<file path="src/rtl/modulo_conversor_bcd_rolhas_pkg.sv">
// Shared types and constants for the binary-to-BCD converter on the cork-count path.
package pacote_conversor_bcd;

  typedef enum logic [1:0] {
    OCIOSO  = 2'd0,
    DESLOCA = 2'd1,
    CONCLUI = 2'd2
  } estado_t;

  localparam int LARG_DIGITO     = 4;
  localparam int LIMIAR_CORRECAO = 5;
  localparam int OFFSET_CORRECAO = 3;

  // 10^n at elaboration; 64 bits so DIGITS=10 (10^10) still fits.
  function automatic longint unsigned pot10(input int n);
    longint unsigned r;
    r = 64'd1;
    for (int i = 0; i < n; i++) r = r * 64'd10;
    return r;
  endfunction

endpackage

</file>
<file path="src/rtl/modulo_conversor_bcd_rolhas_if.sv">
// Request/result bundle between the cork counter and the BCD converter.
interface modulo_conversor_bcd_rolhas_if #(
  parameter int WIDTH  = 7,
  parameter int DIGITS = 3
);
  logic                  start;
  logic [WIDTH-1:0]      valor_bin;
  logic                  busy;
  logic                  valido;
  logic [4*DIGITS-1:0]   bcd;
  logic [DIGITS-1:0]     mascara_zero;
  logic                  overflow;

  modport master (
    output start, valor_bin,
    input  busy, valido, bcd, mascara_zero, overflow
  );

  modport slave (
    input  start, valor_bin,
    output busy, valido, bcd, mascara_zero, overflow
  );
endinterface

</file>
<file path="src/rtl/modulo_conversor_bcd_rolhas_corretor.sv">
// Per-digit double-dabble correction: digits >= 5 get +3 before the shift.
module modulo_corretor_digito
  import pacote_conversor_bcd::*;
(
  input  logic [LARG_DIGITO-1:0] digito_in,
  output logic [LARG_DIGITO-1:0] digito_out
);
  assign digito_out = (digito_in >= LARG_DIGITO'(LIMIAR_CORRECAO))
                    ? digito_in + LARG_DIGITO'(OFFSET_CORRECAO)
                    : digito_in;
endmodule

</file>
<file path="src/rtl/modulo_conversor_bcd_rolhas.sv">
// Iterative binary-to-BCD converter (one input bit per clock) with leading-zero
// mask and saturating overflow for the 7-segment display drivers.
module modulo_conversor_bcd_rolhas
  import pacote_conversor_bcd::*;
#(
  parameter int WIDTH  = 7,
  parameter int DIGITS = 3
) (
  input  logic                          clk,
  input  logic                          reset_n,
  modulo_conversor_bcd_rolhas_if.slave  bus
);
  localparam int BCD_W = LARG_DIGITO * DIGITS;
  localparam int SR_W  = BCD_W + WIDTH;
  localparam int CNT_W = $clog2(WIDTH + 1);
  localparam longint unsigned LIMITE = pot10(DIGITS) - 64'd1;
  // When every WIDTH-bit value fits in DIGITS digits the comparator is dropped.
  localparam bit SEM_OVF = (((64'd1 << WIDTH) - 64'd1) <= LIMITE);
  localparam logic [DIGITS-1:0] MASC_RST = {DIGITS{1'b1}} << 1;

  estado_t            estado;
  logic [SR_W-1:0]    sr;
  logic [CNT_W-1:0]   cnt;
  logic               ovf_int;
  logic               busy_q, valido_q, ovf_q;
  logic [BCD_W-1:0]   bcd_q, bcd_corr;
  logic [DIGITS-1:0]  mascara_q, mascara_calc;
  logic               zeros_acima;

  // Correct every BCD digit in parallel ahead of the shift.
  for (genvar g = 0; g < DIGITS; g++) begin : g_corr
    modulo_corretor_digito u_corr (
      .digito_in  (sr[WIDTH + LARG_DIGITO*g +: LARG_DIGITO]),
      .digito_out (bcd_corr[LARG_DIGITO*g +: LARG_DIGITO])
    );
  end

  // Leading-zero mask from the final BCD field; units digit is never blanked.
  always_comb begin
    mascara_calc = '0;
    zeros_acima  = 1'b1;
    for (int k = DIGITS - 1; k >= 1; k--) begin
      zeros_acima     = zeros_acima & (sr[WIDTH + LARG_DIGITO*k +: LARG_DIGITO] == '0);
      mascara_calc[k] = zeros_acima;
    end
  end

  // Control FSM, shift datapath and registered results.
  always_ff @(posedge clk or negedge reset_n) begin
    if (!reset_n) begin
      estado    <= OCIOSO;
      sr        <= '0;
      cnt       <= '0;
      ovf_int   <= 1'b0;
      busy_q    <= 1'b0;
      valido_q  <= 1'b0;
      bcd_q     <= '0;
      mascara_q <= MASC_RST;
      ovf_q     <= 1'b0;
    end else begin
      valido_q <= 1'b0;
      case (estado)
        OCIOSO: begin
          if (bus.start) begin
            sr      <= {BCD_W'(0), bus.valor_bin};
            cnt     <= CNT_W'(WIDTH);
            ovf_int <= SEM_OVF ? 1'b0 : (64'(bus.valor_bin) > LIMITE);
            busy_q  <= 1'b1;
            estado  <= DESLOCA;
          end
        end
        DESLOCA: begin
          sr  <= {bcd_corr[BCD_W-2:0], sr[WIDTH-1:0], 1'b0};
          cnt <= cnt - CNT_W'(1);
          if (cnt == CNT_W'(1)) estado <= CONCLUI;
        end
        CONCLUI: begin
          valido_q <= 1'b1;
          busy_q   <= 1'b0;
          ovf_q    <= ovf_int;
          if (ovf_int) begin
            bcd_q     <= {DIGITS{4'h9}};
            mascara_q <= '0;
          end else begin
            bcd_q     <= sr[SR_W-1 -: BCD_W];
            mascara_q <= mascara_calc;
          end
          estado <= OCIOSO;
        end
        default: estado <= OCIOSO;
      endcase
    end
  end

  assign bus.busy         = busy_q;
  assign bus.valido       = valido_q;
  assign bus.bcd          = bcd_q;
  assign bus.mascara_zero = mascara_q;
  assign bus.overflow     = ovf_q;

endmodule
</file>
<file path="src/flat_wrapper.sv">
// flat-port wrapper written by rule: the top's interface ports become plain ports
module modulo_conversor_bcd_rolhas_flat import pacote_conversor_bcd::*;
#(
  parameter int WIDTH  = 7,
  parameter int DIGITS = 3
)
  (clk, reset_n, bus_start, bus_valor_bin, bus_busy, bus_valido, bus_bcd, bus_mascara_zero, bus_overflow);
  modulo_conversor_bcd_rolhas_if #(.WIDTH(WIDTH), .DIGITS(DIGITS)) bus_i ();
  input  logic clk;
  input  logic reset_n;
  input wire logic [$bits(bus_i.start)-1:0] bus_start;
  input wire logic [$bits(bus_i.valor_bin)-1:0] bus_valor_bin;
  output wire logic [$bits(bus_i.busy)-1:0] bus_busy;
  output wire logic [$bits(bus_i.valido)-1:0] bus_valido;
  output wire logic [$bits(bus_i.bcd)-1:0] bus_bcd;
  output wire logic [$bits(bus_i.mascara_zero)-1:0] bus_mascara_zero;
  output wire logic [$bits(bus_i.overflow)-1:0] bus_overflow;
  assign bus_i.start = bus_start;
  assign bus_i.valor_bin = bus_valor_bin;
  assign bus_busy = bus_i.busy;
  assign bus_valido = bus_i.valido;
  assign bus_bcd = bus_i.bcd;
  assign bus_mascara_zero = bus_i.mascara_zero;
  assign bus_overflow = bus_i.overflow;
  modulo_conversor_bcd_rolhas #(.WIDTH(WIDTH), .DIGITS(DIGITS)) u_core (.clk(clk), .reset_n(reset_n), .bus(bus_i));
endmodule
</file>
<file path="config.mk">
export PLATFORM = sky130hd
export DESIGN_NAME = modulo_conversor_bcd_rolhas_flat
export DESIGN_NICKNAME = d
export VERILOG_FILES = /design/src/rtl/modulo_conversor_bcd_rolhas_pkg.sv /design/src/rtl/modulo_conversor_bcd_rolhas_if.sv /design/src/rtl/modulo_conversor_bcd_rolhas_corretor.sv /design/src/rtl/modulo_conversor_bcd_rolhas.sv /design/src/flat_wrapper.sv
export SDC_FILE = /design/constraint.sdc
export NUM_CORES = 1
export LEC_CHECK = 0
export BUFFER_PORTS_ARGS = -buffer_cell sky130_fd_sc_hd__buf_2
export CORE_MARGIN = 5
export CORE_UTILIZATION = 50
export DETAILED_ROUTE_END_ITERATION = 16
export PLACE_DENSITY_LB_ADDON = 0.15
export SLEW_MARGIN = 5
export SYNTH_ARGS = -nofsm -noshare
export SYNTH_HDL_FRONTEND = slang
export SYNTH_HIERARCHICAL = 1
export SYNTH_SLANG_ARGS = --single-unit
export TNS_END_PERCENT = 30
</file>
<file path="constraint.sdc">
create_clock -name clk -period 1.9 [get_ports clk]
set_input_delay 0.38 -clock clk [delete_from_list [all_inputs] [get_ports clk]]
set_output_delay 0.38 -clock clk [all_outputs]
set_load 0.05 [all_outputs]
</file>
Word-level counts from Yosys, hierarchy flattened --
Index checks and enable logic that the tools add are counted.
Storage, ports and cells: register bits after elaboration 40
Cells by class: add/sub/neg operators 4, bitwise operators 1, reduce and logical (&&, ||, !) cells 8, mux-type cells 13, magnitude comparators 3, equality and inequality tests 5
Operators by type and width (count):
- 19-bit one-hot mux with 2 select lines | 1
- 19-bit 2-to-1 mux | 1
- 4-bit by 3-bit >= comparator with 1-bit output, second input constant | 3
- 4-bit by 2-bit adder with 4-bit output, second input constant | 2
- 4-bit logical NOT | 2
- 4-bit 2-to-1 mux | 2
- 3-bit 2-to-1 mux | 2
- 3-bit one-hot mux with 2 select lines | 1
- 2-bit AND reduction | 3
- 2-bit 2-to-1 mux | 2
- 2-bit one-hot mux with 2 select lines | 1
- 2-bit nonzero test | 2
- 3-bit by 2-bit adder with 3-bit output, second input constant | 1
- 3-bit by 1-bit equality test with 1-bit output, second input constant | 1
- 3-bit by 1-bit subtractor with 3-bit output, second input constant | 1
- 2-bit by 1-bit equality test with 1-bit output, second input constant | 1
- 2-bit equality test, second input constant | 1
- 2-bit logical NOT | 1
- 1-bit 2-to-1 mux | 2
- 2-bit by 1-bit inequality test with 1-bit output, second input constant | 1
- 2-bit inequality test, second input constant | 1
- 1-bit one-hot mux with 2 select lines | 1
- 1-bit bitwise AND | 1

Depth between registers and ports, before layout --
depth in word-level cells 3, gate-level depth with buffers 6, depth with buffers taken out 6

By module --
Netlist, hierarchy kept.
By module, submodules not included:
- modulo_conversor_bcd_rolhas | cells an instance 148, times used 1, area an instance 1635.3 sq um, seq. area each 1003.5 sq um
- modulo_corretor_digito | cells an instance 16, times used 3, area an instance 101.3 sq um, seq. area each 0.0 sq um

Worst setup path after synthesis --
OpenSTA, ideal clock, no wires.
kind reg2reg, from reg u_core.sr[11], to reg u_core.sr[13], data required time 1.779 ns, cell stages (with the launch flop) 6, data arrival time 1.236 ns, slack 0.543 ns, period minus slack after synthesis 1.357 ns, library setup time 0.121 ns, cell sequence dfrtp_1 ha_1 nand2b_1 a21oi_2 mux2i_1 a22o_1
Between the ends: cells in the longest elaborated chain, start to end 3, elaborated cells on any way between the ends 4, those cells by class add/sub: 1; order compare: 1; mux: 2
RTL lines:
- start: declaration | line modulo_conversor_bcd_rolhas.sv:22 | logic [SR_W-1:0] sr;
- start signal: assignment | line modulo_conversor_bcd_rolhas.sv:65 | sr <= {BCD_W'(0), bus.valor_bin};
- start signal: assignment | line modulo_conversor_bcd_rolhas.sv:73 | sr <= {bcd_corr[BCD_W-2:0], sr[WIDTH-1:0], 1'b0};
- 4-bit by 2-bit adder with 4-bit output / 4-bit by 3-bit >= comparator with 1-bit output (equally long branches) | line modulo_conversor_bcd_rolhas_corretor.sv:9, modulo_conversor_bcd_rolhas_corretor.sv:8
- 4-bit 2-to-1 mux * | line modulo_conversor_bcd_rolhas_corretor.sv:9 | ? digito_in + LARG_DIGITO'(OFFSET_CORRECAO)
- named net u_core.bcd_corr[5] | line modulo_conversor_bcd_rolhas.sv:26 | logic [BCD_W-1:0] bcd_q, bcd_corr;
- 19-bit one-hot mux with 2 select lines * | line modulo_conversor_bcd_rolhas.sv:62 | case (estado)
The timed path passes the listed nets; every way through them passes the cells marked *. A chain may end at the register's enable or synchronous reset.

Worst setup path in the final report --
from reg u_core.sr[12], to reg u_core.sr[13]
The elaborated chain is that of the path after synthesis.

==> results_tabular.tex <==
\begin{tabular}{lr}
\hline
Metric & Value \\
\hline
\multicolumn{2}{l}{\textbf{Outcome}} \\
Status & finished clean \\
\multicolumn{2}{l}{\textbf{Layout}} \\
Final core occ & 59.94\% \\
Number of nets in the finished design & 240 \\
Area Growth Syn to Fin & 15.19\% \\
ANT cells & 0 \\
Proportion of layout cells with a drive suffix above 1 & 21.08\% \\
Filler Cell Count & 317 \\
\multicolumn{2}{l}{\textbf{Pwr}} \\
Total leakage power & 0.001204 uW \\
P per Cell Area & 1830 mW/mm2 \\
Peak supply drop & 866.2 uV \\
\multicolumn{2}{l}{\textbf{Min path}} \\
Worst min-delay path category & in2async \\
\multicolumn{2}{l}{\textbf{Setup path}} \\
Count of buffer and inverter cells on the critical path & 1 \\
Data arrival time at the worst-slack endpoint & 1.75 ns \\
Required time at the endpoint of the critical path & 2.13 ns \\
CP startpoint kind & flip-flop \\
Largest incremental delay on the critical path & 0.42 ns \\
Terminus of the critical flop-to-flop path & u\_core/sr[13] \\
Cell count of the worst reg-to-reg path & 6 \\
Slowest cell on crit path & sky130\_fd\_sc\_hd\_\_dfrtp\_1 \\
Cell type group with the largest total delay on the critical path & flip-flops \\
Endpoint class of the critical path & flip-flop \\
Chain of cells forming the critical path & inv\_1 > ha\_1 > nand2b\_1 > a21oi\_2 > mux2i\_1 > a22o\_1 \\
Critical path class & reg2reg \\
Crit Reg-Reg Startpoint & u\_core/sr[12] \\
Slack of the worst reg-to-reg path & 0.38 ns \\
Critical path peak fanout & 5 \\
\multicolumn{2}{l}{\textbf{STA}} \\
Maximum operating frequency & 658.2 MHz \\
Final period utilization & 79.96\% \\
Minimum setup slack in the final design & 0.3808 ns \\
Endpoints failing setup & 0 \\
Pins Over Slew Limit & 0 \\
Number of hold violations in the final report & 0 \\
Time the worst path needs with I/O delays and setup & 1.519 ns \\
Post-route worst hold slack & 0.02656 ns \\
Unrepaired setup endpoints after global routing & no \\
Setup TNS & 0 ns \\
Fin Clk Skew & 0.004744 ns \\
\multicolumn{2}{l}{\textbf{Clock tree}} \\
Clock slew at reported path FFs & 0.07 ns \\
Buffer cell driving the clock tree root & sky130\_fd\_sc\_hd\_\_clkbuf\_8 \\
Count of H-tree levels built during CTS & 2 \\
TritonCTS buffer count & 5 \\
Buffer levels on the longest clock path & 2 \\
Total setup buffers inserted after CTS & 0 \\
Clock tree from TritonCTS & built \\
Number of hold-repair buffers added at the cts stage & 0 \\
Clock latency at the later pin of the worst-skew pair & 0.29 ns \\
Quantity of gates resized following cts & 0 \\
Clock net sink count & 40 \\
\multicolumn{2}{l}{\textbf{Synth}} \\
Warnings, synthesis & 6 \\
Synthesized instance count & 192 \\
Avg Cell Area, Syn & 9.997 um2 \\
Netlist area before placement & 0.001919 mm2 \\
\multicolumn{2}{l}{\textbf{Floorplanning}} \\
Die Area & 0.005178 mm2 \\
Initial Util & 52.04\% \\
Number of top-level pins & 28 \\
Core footprint & 0.003689 mm2 \\
Site row count & 22 \\
DIE WIDTH & 71.96 um \\
Height of the die & 71.96 um \\
\multicolumn{2}{l}{\textbf{Global routing}} \\
Largest net degree at the start of global routing & 23 \\
Initial antenna violation count & 0 \\
First-pass GRT wire length & 6134 um \\
Global router's overall resource usage & 15.05\% \\
Total congestion overflow & 0 \\
Vias in the first global route & 1380 \\
\multicolumn{2}{l}{\textbf{Placed design}} \\
Buffers added on ports & 25 \\
Routability Congestion & 0.8124 \\
Setup slack after placement & 0.4076 ns \\
Detailed placement HPWL & 2603 um \\
\multicolumn{2}{l}{\textbf{Routing}} \\
Detailed Routing Iterations Pass 1 & 4 \\
Drt via density & 5.066 \\
Via count & 1373 \\
Post-Route WL & 3436 um \\
Post-route ant nets & 0 \\
Drc violations & 0 \\
Average wire per cell in the routed design & 12.68 um \\
Initial DRC count & 71 \\
\multicolumn{2}{l}{\textbf{Run}} \\
Max-cap check violation count & 0 \\
\hline
\end{tabular}
metal layers:
layer	vias up	GRT usage (%)	wire length, um
met3	7	4.155	223
li1	684	-	-
met5	-	0	0
met1	649	17.29	1437
met4	0	6.263	57
met2	33	26.33	1718
per-stage QoR:
stage | total power, uW | cell area [um2] | cells
after floorplan | 2991 | 1923 | 193
after global placement | 3241 | 2085 | 263
after detailed placement | 3339 | 2085 | 263
after CTS | 4092 | 2211 | 271
after global routing | 4358 | 2211 | 271
final | 4046 | 2211 | 271
flip-flops by register name, indices dropped and copies added, names as in the netlist:
| signal | cells |
|---|---|
| u_core/sr | 19 |
| u_core/bus.bcd | 12 |
| u_core/cnt | 3 |
| u_core/bus.mascara_zero | 2 |
| u_core/estado | 2 |
| u_core/bus.busy | 1 |
| u_core/bus.valido | 1 |
worst max path at each step:
stage | cells past startpoint | startpoint | endpoint
finish | 6 | u_core/sr[12] | u_core/sr[13]
CTS | 6 | u_core/sr[12] | u_core/sr[13]
floorplan | 5 | u_core/sr[11] | u_core/sr[13]
global placement | 5 | u_core/sr[7] | u_core/sr[9]
global route | 6 | u_core/sr[11] | u_core/sr[13]
detailed placement | 6 | u_core/sr[12] | u_core/sr[13]
layout by cell type, fill, tap and decap left out:
cell type                   instances
sky130_fd_sc_hd__bufinv_16          1
sky130_fd_sc_hd__o21ai_1            5
sky130_fd_sc_hd__dfrtp_1           38
sky130_fd_sc_hd__o21ai_0            5
sky130_fd_sc_hd__buf_2             25
sky130_fd_sc_hd__mux2i_1           10
sky130_fd_sc_hd__a21oi_1            3
sky130_fd_sc_hd__nand2b_1           6
sky130_fd_sc_hd__o21bai_2           1
sky130_fd_sc_hd__buf_12             1
sky130_fd_sc_hd__nor4_1             2
sky130_fd_sc_hd__nand3_1            1
sky130_fd_sc_hd__nor2_1             4
sky130_fd_sc_hd__conb_1             2
sky130_fd_sc_hd__nand2_1           59
sky130_fd_sc_hd__inv_2              1
sky130_fd_sc_hd__clkbuf_8           7
sky130_fd_sc_hd__xnor2_1            3
sky130_fd_sc_hd__and3_1             1
sky130_fd_sc_hd__a31oi_1            1
sky130_fd_sc_hd__o22ai_1            1
sky130_fd_sc_hd__inv_1             12
sky130_fd_sc_hd__ha_1               8
sky130_fd_sc_hd__dfstp_2            2
sky130_fd_sc_hd__a21oi_2            3
sky130_fd_sc_hd__a22oi_1            1
sky130_fd_sc_hd__buf_4              5
sky130_fd_sc_hd__a21o_1             1
sky130_fd_sc_hd__nor2b_4            1
sky130_fd_sc_hd__a22o_1            13
cell type report:
class / count / area (um2) / area share (%)
sequential: 40 / 1003 / 45.39
clock inverter: 1 / 30.03 / 1.358
inverter: 13 / 48.80 / 2.207
timing repair buffer: 31 / 182.7 / 8.263
tap: 48 / 60.06 / 2.716
multi-input combinational: 131 / 789.5 / 35.71
clock buffer: 7 / 96.34 / 4.358
power breakdown:
group / switching, uW / internal, uW / leakage (uW) / total, uW
clock network: 280 / 463 / 0.0000645 / 743
logic: 1100 / 726 / 0.000633 / 1820
registers: 285 / 1190 / 0.000507 / 1480
total: 1660 / 2380 / 0.00120 / 4050
No activity file was read; power rests on OpenSTA's default activity.
